**config.mk**
```make
export PLATFORM = sky130hd
export DESIGN_NAME = hash_wbuf_drain_flat
export DESIGN_NICKNAME = d
export VERILOG_FILES = /design/src/rtl/hash_wbuf_drain_if.sv /design/src/rtl/hash_wbuf_drain.sv /design/src/flat_wrapper.sv
export SDC_FILE = /design/constraint.sdc
export NUM_CORES = 2
export LEC_CHECK = 0
export CORE_MARGIN = 10
export CORE_UTILIZATION = 50
export CTS_CLUSTER_DIAMETER = 200
export DETAILED_ROUTE_END_ITERATION = 10
export DONT_BUFFER_PORTS = 1
export PLACE_DENSITY = 0.65
export SETUP_SLACK_MARGIN = 0.05
export SYNTH_ARGS = -nofsm -noshare
export SYNTH_HDL_FRONTEND = slang
export SYNTH_SLANG_ARGS = --single-unit
```
**constraint.sdc**
```tcl
create_clock -name clk -period 9.7 [get_ports clk]
set_input_delay 1.94 -clock clk [delete_from_list [all_inputs] [get_ports clk]]
set_output_delay 1.94 -clock clk [all_outputs]
set_load 0.1 [all_outputs]
```
**src/rtl/hash_wbuf_drain_if.sv**
```systemverilog
// Bundle of the multiplier-side BRAM port, the flush/status sideband and the
// absorber-side valid/ready stream for hash_wbuf_drain.
interface hash_wbuf_drain_if #(
  parameter int DATA_WIDTH = 64,
  parameter int ADDR_WIDTH = 32
);
  logic [ADDR_WIDTH-1:0] addr_HASH;
  logic                  wen_HASH;
  logic [DATA_WIDTH-1:0] wdata_HASH;
  logic [DATA_WIDTH-1:0] rdata_HASH;
  logic                  HASH_ready;
  logic                  flush;
  logic                  m_valid;
  logic [DATA_WIDTH-1:0] m_data;
  logic                  m_last;
  logic                  m_ready;
  logic                  drain_done;
  logic                  wr_err;

  modport master (
    output addr_HASH, wen_HASH, wdata_HASH, flush, m_ready,
    input  rdata_HASH, HASH_ready, m_valid, m_data, m_last, drain_done, wr_err
  );

  modport slave (
    input  addr_HASH, wen_HASH, wdata_HASH, flush, m_ready,
    output rdata_HASH, HASH_ready, m_valid, m_data, m_last, drain_done, wr_err
  );
endinterface

```
**src/rtl/hash_wbuf_drain.sv**
```systemverilog
// Write buffer between the multiplier's HASH BRAM port and the hash absorber:
// captures a block of result words, then streams it out in index order on flush.
module hash_wbuf_drain #(
  parameter int DATA_WIDTH = 64,
  parameter int DEPTH      = 32,
  parameter int ADDR_WIDTH = 32,
  parameter int ADDR_LSB   = 3
) (
  input logic             clk,
  input logic             rst,
  hash_wbuf_drain_if.slave bus
);
  localparam int IDX_W = $clog2(DEPTH);
  localparam int CNT_W = IDX_W + 1;

  typedef enum logic {FILL, DRAIN} state_t;

  state_t state_q, state_d;

  logic [DATA_WIDTH-1:0] mem [DEPTH];
  logic [CNT_W-1:0]      count_q;
  logic [IDX_W-1:0]      rd_ptr_q;
  logic                  m_valid_q, m_last_q, drain_done_q, wr_err_q;
  logic [DATA_WIDTH-1:0] m_data_q, rdata_q;

  logic [IDX_W-1:0] idx;
  logic             in_range;
  logic [CNT_W-1:0] idx_p1, count_eff;
  logic             ptr_at_last;
  logic             wr_commit, wr_reject, drain_start, flush_empty, load_word, drain_finish;

  assign idx         = IDX_W'(bus.addr_HASH >> ADDR_LSB);
  assign in_range    = (bus.addr_HASH >> (ADDR_LSB + IDX_W)) == '0;
  assign idx_p1      = {1'b0, idx} + CNT_W'(1);
  assign ptr_at_last = ({1'b0, rd_ptr_q} + CNT_W'(1)) == count_q;

  // NOTE: every signal written here gets a default first so no latch is inferred.
  always_comb begin
    state_d      = state_q;
    wr_commit    = 1'b0;
    wr_reject    = 1'b0;
    count_eff    = count_q;
    drain_start  = 1'b0;
    flush_empty  = 1'b0;
    load_word    = 1'b0;
    drain_finish = 1'b0;

    case (state_q)
      FILL: begin
        if (bus.wen_HASH) begin
          wr_commit = in_range;
          wr_reject = !in_range;
        end
        // High-water mark, so a same-cycle write is counted in the drain it triggers
        if (wr_commit && (idx_p1 > count_q)) count_eff = idx_p1;
        if (bus.flush) begin
          if (count_eff == '0) begin
            flush_empty = 1'b1;
          end else begin
            drain_start = 1'b1;
            state_d     = DRAIN;
          end
        end
      end
      DRAIN: begin
        wr_reject = bus.wen_HASH;
        if (m_valid_q && bus.m_ready && m_last_q) begin
          drain_finish = 1'b1;
          state_d      = FILL;
        end else if (!m_valid_q || bus.m_ready) begin
          load_word = 1'b1;
        end
      end
      default: state_d = FILL;
    endcase
  end

  // NOTE: sequential state uses non-blocking assignments so all registers see pre-edge values.
  always_ff @(posedge clk) begin
    if (rst) state_q <= FILL;
    else     state_q <= state_d;
  end

  // NOTE: the storage array has no reset; stale words below the high-water mark are drained as-is.
  always_ff @(posedge clk) begin
    if (!rst && wr_commit) mem[idx] <= bus.wdata_HASH;
  end

  always_ff @(posedge clk) begin
    if (rst) begin
      count_q      <= '0;
      rd_ptr_q     <= '0;
      m_valid_q    <= 1'b0;
      m_last_q     <= 1'b0;
      m_data_q     <= '0;
      rdata_q      <= '0;
      drain_done_q <= 1'b0;
      wr_err_q     <= 1'b0;
    end else begin
      rdata_q      <= mem[idx];
      drain_done_q <= flush_empty | drain_finish;
      if (wr_reject)        wr_err_q <= 1'b1;
      if (state_q == FILL)  count_q  <= count_eff;
      if (drain_start)      rd_ptr_q <= '0;
      // Pointer parks on the final index instead of stepping past it
      if (load_word) begin
        m_valid_q <= 1'b1;
        m_data_q  <= mem[rd_ptr_q];
        m_last_q  <= ptr_at_last;
        if (!ptr_at_last) rd_ptr_q <= rd_ptr_q + IDX_W'(1);
      end
      if (drain_finish) begin
        m_valid_q <= 1'b0;
        m_last_q  <= 1'b0;
        count_q   <= '0;
      end
    end
  end

  assign bus.rdata_HASH = rdata_q;
  assign bus.HASH_ready = (state_q == FILL);
  assign bus.m_valid    = m_valid_q;
  assign bus.m_data     = m_data_q;
  assign bus.m_last     = m_last_q;
  assign bus.drain_done = drain_done_q;
  assign bus.wr_err     = wr_err_q;
endmodule

```
**src/flat_wrapper.sv**
```systemverilog
// flat-port wrapper written by rule: the top's interface ports become plain ports
module hash_wbuf_drain_flat 
#(
  parameter int DATA_WIDTH = 64,
  parameter int DEPTH      = 32,
  parameter int ADDR_WIDTH = 32,
  parameter int ADDR_LSB   = 3
)
  (clk, rst, bus_addr_HASH, bus_wen_HASH, bus_wdata_HASH, bus_flush, bus_m_ready, bus_rdata_HASH, bus_HASH_ready, bus_m_valid, bus_m_data, bus_m_last, bus_drain_done, bus_wr_err);
  hash_wbuf_drain_if #(.DATA_WIDTH(DATA_WIDTH), .ADDR_WIDTH(ADDR_WIDTH)) bus_i ();
  input logic clk;
  input logic rst;
  input wire logic [$bits(bus_i.addr_HASH)-1:0] bus_addr_HASH;
  input wire logic [$bits(bus_i.wen_HASH)-1:0] bus_wen_HASH;
  input wire logic [$bits(bus_i.wdata_HASH)-1:0] bus_wdata_HASH;
  input wire logic [$bits(bus_i.flush)-1:0] bus_flush;
  input wire logic [$bits(bus_i.m_ready)-1:0] bus_m_ready;
  output wire logic [$bits(bus_i.rdata_HASH)-1:0] bus_rdata_HASH;
  output wire logic [$bits(bus_i.HASH_ready)-1:0] bus_HASH_ready;
  output wire logic [$bits(bus_i.m_valid)-1:0] bus_m_valid;
  output wire logic [$bits(bus_i.m_data)-1:0] bus_m_data;
  output wire logic [$bits(bus_i.m_last)-1:0] bus_m_last;
  output wire logic [$bits(bus_i.drain_done)-1:0] bus_drain_done;
  output wire logic [$bits(bus_i.wr_err)-1:0] bus_wr_err;
  assign bus_i.addr_HASH = bus_addr_HASH;
  assign bus_i.wen_HASH = bus_wen_HASH;
  assign bus_i.wdata_HASH = bus_wdata_HASH;
  assign bus_i.flush = bus_flush;
  assign bus_i.m_ready = bus_m_ready;
  assign bus_rdata_HASH = bus_i.rdata_HASH;
  assign bus_HASH_ready = bus_i.HASH_ready;
  assign bus_m_valid = bus_i.m_valid;
  assign bus_m_data = bus_i.m_data;
  assign bus_m_last = bus_i.m_last;
  assign bus_drain_done = bus_i.drain_done;
  assign bus_wr_err = bus_i.wr_err;
  hash_wbuf_drain #(.DATA_WIDTH(DATA_WIDTH), .DEPTH(DEPTH), .ADDR_WIDTH(ADDR_WIDTH), .ADDR_LSB(ADDR_LSB)) u_core (.clk(clk), .rst(rst), .bus(bus_i));
endmodule
```
Word level (Yosys, flattened, before mapping)
Memories as Yosys holds them, arrays and structs flattened. A register that Yosys moved wholly into a read port is not among the register bits.
Cells that the tools add are included.
W data, S select, Z words.
Cells by class
  $add $sub $neg: 3
  order comparisons: 1
  equal/unequal tests: 1
  multiplexer cells: 25
  bitwise gates (word level): 2
  reductions and logical operators: 11
Operators with widths (count)
  $logic_not A32 Y1: 1
  $mux W1: 18
  $mux W5: 3
  $add A5 B1 Y6 const B: 2
  $mux W6: 2
  $eq A6 B6 Y1: 1
  $gt A6 B6 Y1: 1
  $logic_not A6 Y1: 1
  $add A5 B1 Y5 const B: 1
  $logic_and A1 B1 Y1: 4
  $pmux W1 S2: 2
  $logic_not A1 Y1: 3
  $reduce_or A2 Y1: 1
  $logic_or A1 B1 Y1: 1
  $not A1 Y1: 1
  $or A1 B1 Y1: 1
Word-level totals
  bits in registers: 16
  RAM bits: 2048
  bits of input ports: 101
  output and inout port bits: 133
  memories kept: 1
Memory list
  u_core.mem: words 32, bits a word 64, rd ports 2, clocked after memory_dff 2, wr ports 1, line hash_wbuf_drain.sv:20  | logic [DATA_WIDTH-1:0] mem [DEPTH];

Logic depth before layout (Yosys ltp)
  word-level depth: 13
  depth in mapped cells: 13
  mapped depth without buffers: 10

Worst setup path after synthesis
OpenSTA, ideal clock, no wires.
  kind: input-to-reg
  from: input bus_addr_HASH[4]
  to: memory u_core.mem[24][0] (enable)
  setup time: 487 ps
  arrival time: 5726 ps
  data required time: 9213 ps
  slack: 3487 ps
  cell stages on the path: 8
  path buffers: 4
  cells stage by stage: buf_2 > buf_2 > clkbuf_1 > buf_2 > inv_1 > ha_1 > nand2_1 > nor2_1
RTL lines
  start, declared: line flat_wrapper.sv:13  | input wire logic [$bits(bus_i.addr_HASH)-1:0] bus_addr_HASH;
  end, declared: line hash_wbuf_drain.sv:20
No word-level cell before the write port.

Worst setup path after layout
  from: input bus_addr_HASH[4]
  to: register u_core.rd_ptr_q[0]
Between the ends
  longest elaborated chain between the ends: 12
RTL lines
  $add A5 B1 Y6 (*): line hash_wbuf_drain.sv:34  | assign idx_p1 = {1'b0, idx} + CNT_W'(1);
  $gt A6 B6 Y1: line hash_wbuf_drain.sv:55  | if (wr_commit && (idx_p1 > count_q)) count_eff = idx_p1;
  $logic_and A1 B1 Y1: line hash_wbuf_drain.sv:55
  $mux W6 (*): line hash_wbuf_drain.sv:55
  $mux W6 (*): line hash_wbuf_drain.sv:48  | case (state_q)
  $logic_not A6 Y1 (*): line hash_wbuf_drain.sv:57  | if (count_eff == '0) begin
  $mux W1 (*): line hash_wbuf_drain.sv:57
  $mux W1 (*): line hash_wbuf_drain.sv:56  | if (bus.flush) begin
  $mux W1 (*): line hash_wbuf_drain.sv:48
  $mux W5 (*): line hash_wbuf_drain.sv:104  | if (drain_start) rd_ptr_q <= '0;
  $mux W5: line hash_wbuf_drain.sv:110  | if (!ptr_at_last) rd_ptr_q <= rd_ptr_q + IDX_W'(1);
  $mux W5 (*): line hash_wbuf_drain.sv:106  | if (load_word) begin
  end signal, assigned: line hash_wbuf_drain.sv:110
  end, declared: line hash_wbuf_drain.sv:22  | logic [IDX_W-1:0] rd_ptr_q;
Every way passes the cells marked *; elsewhere a longest branch is shown, timed or not. The select of a mux whose other input is x is not followed.
A chain may end at the register's enable or synchronous reset.

==> flow_summary.yaml <==
clock_network:
  clk_latency_ns: 0.87
  clk_pin_slew_ns: 0.06
  cts_made_buffers: 220
  cts_hold_buf: 0
  htreeDepth: 4
  clock_path_buffers: 3
  ctsResizeCount: 0
  cts_setup_buffers: 0
  ctsRootBufferMaster: "clkbuf_16"
  tritoncts: "yes"
  cts.sink_count: 2192
placement:
  placed_cell_area_sq_um: 99200
  io_buffer_count: 0
  gp_congestion: 0.783
  place_ws_ns: 3.13
  hpwl_um: 145000
timing:
  skew_ns: 0.0291
  max_freq_ghz: 0.147
  max-slew-margin-rel: 0.0374
  setup_slack_ns: 2.89
  finalCritPeriodShare: 0.702
  setup_tns_ns: 0
  period_needed_ns: 6.81
  finalSetupViolCount: 0
  worst_pin_slew_ns: 1.44
  hold_violations: 0
  final_max_slew_viol_count: 0
  rsz0062_at_grt: "no"
floorplanning:
  die_w_um: 459
  die-area_sq_um: 211000
  io_pins: 234
  die_h_um: 459
  initial_core_util: 0.502
  core_region_area_sq_um: 192000
  rows: 161
drt:
  avgViaCountPerCell: 7.24
  vias: 51292
  drcViolationCount: 0
  wl_per_cell_um: 39.5
  drt_wl_total_um: 279000
  ant_nets: 0
  drt_iter0_drc: 7018
  first_pass_iters: 5
grt:
  grt_pass1_wl_um: 398000
  grt_overflow_total: 0
  grt_max_degree: 520
  antenna_found_initial: 7
  track_usage: 0.263
  grt_pass1_vias: 52573
synth:
  synth_cell_type_count: 50
  synth_cells: 4386
  synth_edf_count: 2048
  yosysTopAreaCell: "edfxtp_1"
  synth_area_leaders: "edfxtp_1, mux4_2, dfxtp_1"
  syn_avg_cell_area_sq_um: 22.0
  ys_seq_elements: 2192
  synth_warnings: 0
  ys_async_sr_fraction: 0
  yosysSeqAreaShare: 0.668
  synth_top_area_share: 0.638
  synthFlopType: "edfxtp_1"
  syn-num-nets: 4499
  synth.cell_area_sq_um: 96400
finish:
  drive_gt1_frac: 0.357
  nets: 4480
  n_fill_cell: 14295
  postLayoutCellArea_sq_um: 106000
  syn_to_final_growth_pct: 10.4
worst_setup_path:
  critPathKind: "primary input to flop"
  startpoint_type: "primary input"
  worst_r2r_endpoint: "u_core.mem[22][45]"
  cp_data_arrival_time_ns: 7.56
  cp_max_fo: 232
  worstPathRequired_ns: 10.45
  cp-end-kind: "flop"
  regToRegSetupSlack_ns: 5.35
  r2r_cells: 5
  r2r-start: "u_core.state_q"
hold_path:
  hold_depth: 2
  hp-class: "flop to flop"
  hold_path_end: "u_core.count_q[4]"
  worst_hold_startpoint: "u_core.count_q[4]"
pwr:
  p_per_area_nw_per_um2: 182
  p_leak_nw: 31.4
  irDropWorstVdd_mv: 0.171
run:
  maxCapViolCount: 0
status:
  status: "complete, no violations"
[per-layer routing]
layer	track usage	share of wire	wire length, um
met2	0.425	0.49	137000
met4	0.0852	0.035	9880
met5	0	0.00019	53
met3	0.0556	0.099	27600
met1	0.362	0.37	105000
[kinds of logic (layout without fill, tap and decap cells)]
| logic type | after synthesis | after routing | share of synthesized area |
|---|---|---|---|
| buf+inv | 356 | 527 | 0.0162 |
| compound gates | 409 | 409 | 0.0326 |
| simple gates | 250 | 250 | 0.0111 |
| other cells | 0 | 1 | 0 |
| xor+xnor | 8 | 8 | 0.000727 |
| mux | 1159 | 1159 | 0.270 |
| fa+ha+maj | 12 | 12 | 0.00156 |
| flops | 2192 | 2192 | 0.668 |
[state kept, by name (all words and copies together) (netlist names)]
name                   cells
u_core.state_q             1
u_core.bus.wr_err          1
u_core.count_q             6
u_core.bus.drain_done      1
u_core.rd_ptr_q            5
u_core.bus.m_valid         1
u_core.bus.m_data         64
u_core.bus.m_last          1
u_core.mem              2048
u_core.bus.rdata_HASH     64
[cell type report]
type                    instances  area, sq um  share of cell area
diodes                          1         2.50           0.0000235
clock buffers                 289         5980              0.0562
clock inverters               123         1100              0.0103
inverters                      10         37.5            0.000353
multi-input cells            1838        30700               0.289
flip-flops and latches       2192        64400               0.605
well taps                    2526         3160              0.0297
repair buffers                105          986             0.00927
[worst max-delay path, cell delays in order]
cell and delay [ns]:
buf_16 0.91, buf_16 0.58, buf_16 0.68, ha_1 0.31, nand3_1 0.10, xnor2_1 0.54
ha_1 0.37, nand3_1 0.10, o21ai_0 0.14, a2111oi_1 0.69, mux2i_1 0.48, nor3_2 0.10
a22o_1 0.25
[cells in the mapped netlist (4+ instances only)]
cell type,instances
nor4_1,7
nor3_1,6
mux4_2,1152
buf_6,9
nand4_1,4
nand3_1,11
a22o_1,32
inv_1,10
mux2i_1,7
a41oi_1,33
a21oi_1,7
edfxtp_1,2048
buf_4,9
buf_2,98
a22oi_1,258
nand2_1,148
dfxtp_1,144
clkbuf_1,184
o21ai_0,4
nor2_1,50
xnor2_1,5
a221oi_1,31
ha_1,12
buf_1,46
a31oi_1,31
[power by group]
| group | switching [W] | internal, W |
|---|---|---|
| Combinational | 0.000236 | 0.000237 |
| Sequential | 0.000186 | 0.0103 |
| Clock | 0.00366 | 0.00473 |
| Total | 0.00408 | 0.0153 |
[per-stage QoR]
step | power (W) | hold slack (ns) | util | cells
floorplan | 0.0111 | 0.503 | - | 4386
global placement | 0.0111 | 0.536 | 0.516 | 6668
detailed placement | 0.0111 | 0.548 | 0.516 | 6668
CTS | 0.0194 | 0.559 | 0.553 | 7080
global route | 0.0199 | 0.588 | 0.554 | 7083
finish | 0.0194 | 0.556 | 0.554 | 7084
[worst max-delay path by stage]
stage	cells past startpoint	slack, ns	from	to
floorplan	8	3.49	bus_addr_HASH[4]	u_core.mem[24][0]
global placement	7	3.10	bus_addr_HASH[21]	u_core.mem[22][36]
detailed placement	7	3.13	bus_addr_HASH[21]	u_core.mem[22][49]
CTS	7	4.03	bus_addr_HASH[21]	u_core.mem[22][45]
global route	13	2.57	bus_addr_HASH[4]	u_core.rd_ptr_q[0]
finish	13	2.89	bus_addr_HASH[4]	u_core.rd_ptr_q[0]
[cell usage in the layout, fill, tap and decap left out, types with 10 or more instances in the layout]
cell / Yosys / layout
clkinv_2: 0 / 46
a41oi_1: 33 / 33
ha_1: 12 / 12
clkbuf_8: 0 / 13
a221oi_1: 31 / 31
buf_4: 9 / 91
bufinv_16: 0 / 15
nor2_4: 0 / 34
clkbuf_1: 184 / 52
inv_1: 10 / 10
nand2_1: 148 / 148
clkbuf_16: 0 / 224
nor2_1: 50 / 16
clkinv_1: 0 / 43
edfxtp_1: 2048 / 2048
nand3_1: 11 / 11
dfxtp_1: 144 / 140
mux4_2: 1152 / 1152
buf_12: 0 / 11
a22o_1: 32 / 32
a22oi_1: 258 / 258
a31oi_1: 31 / 31
Note: power is estimated with default switching activity, not from simulation.
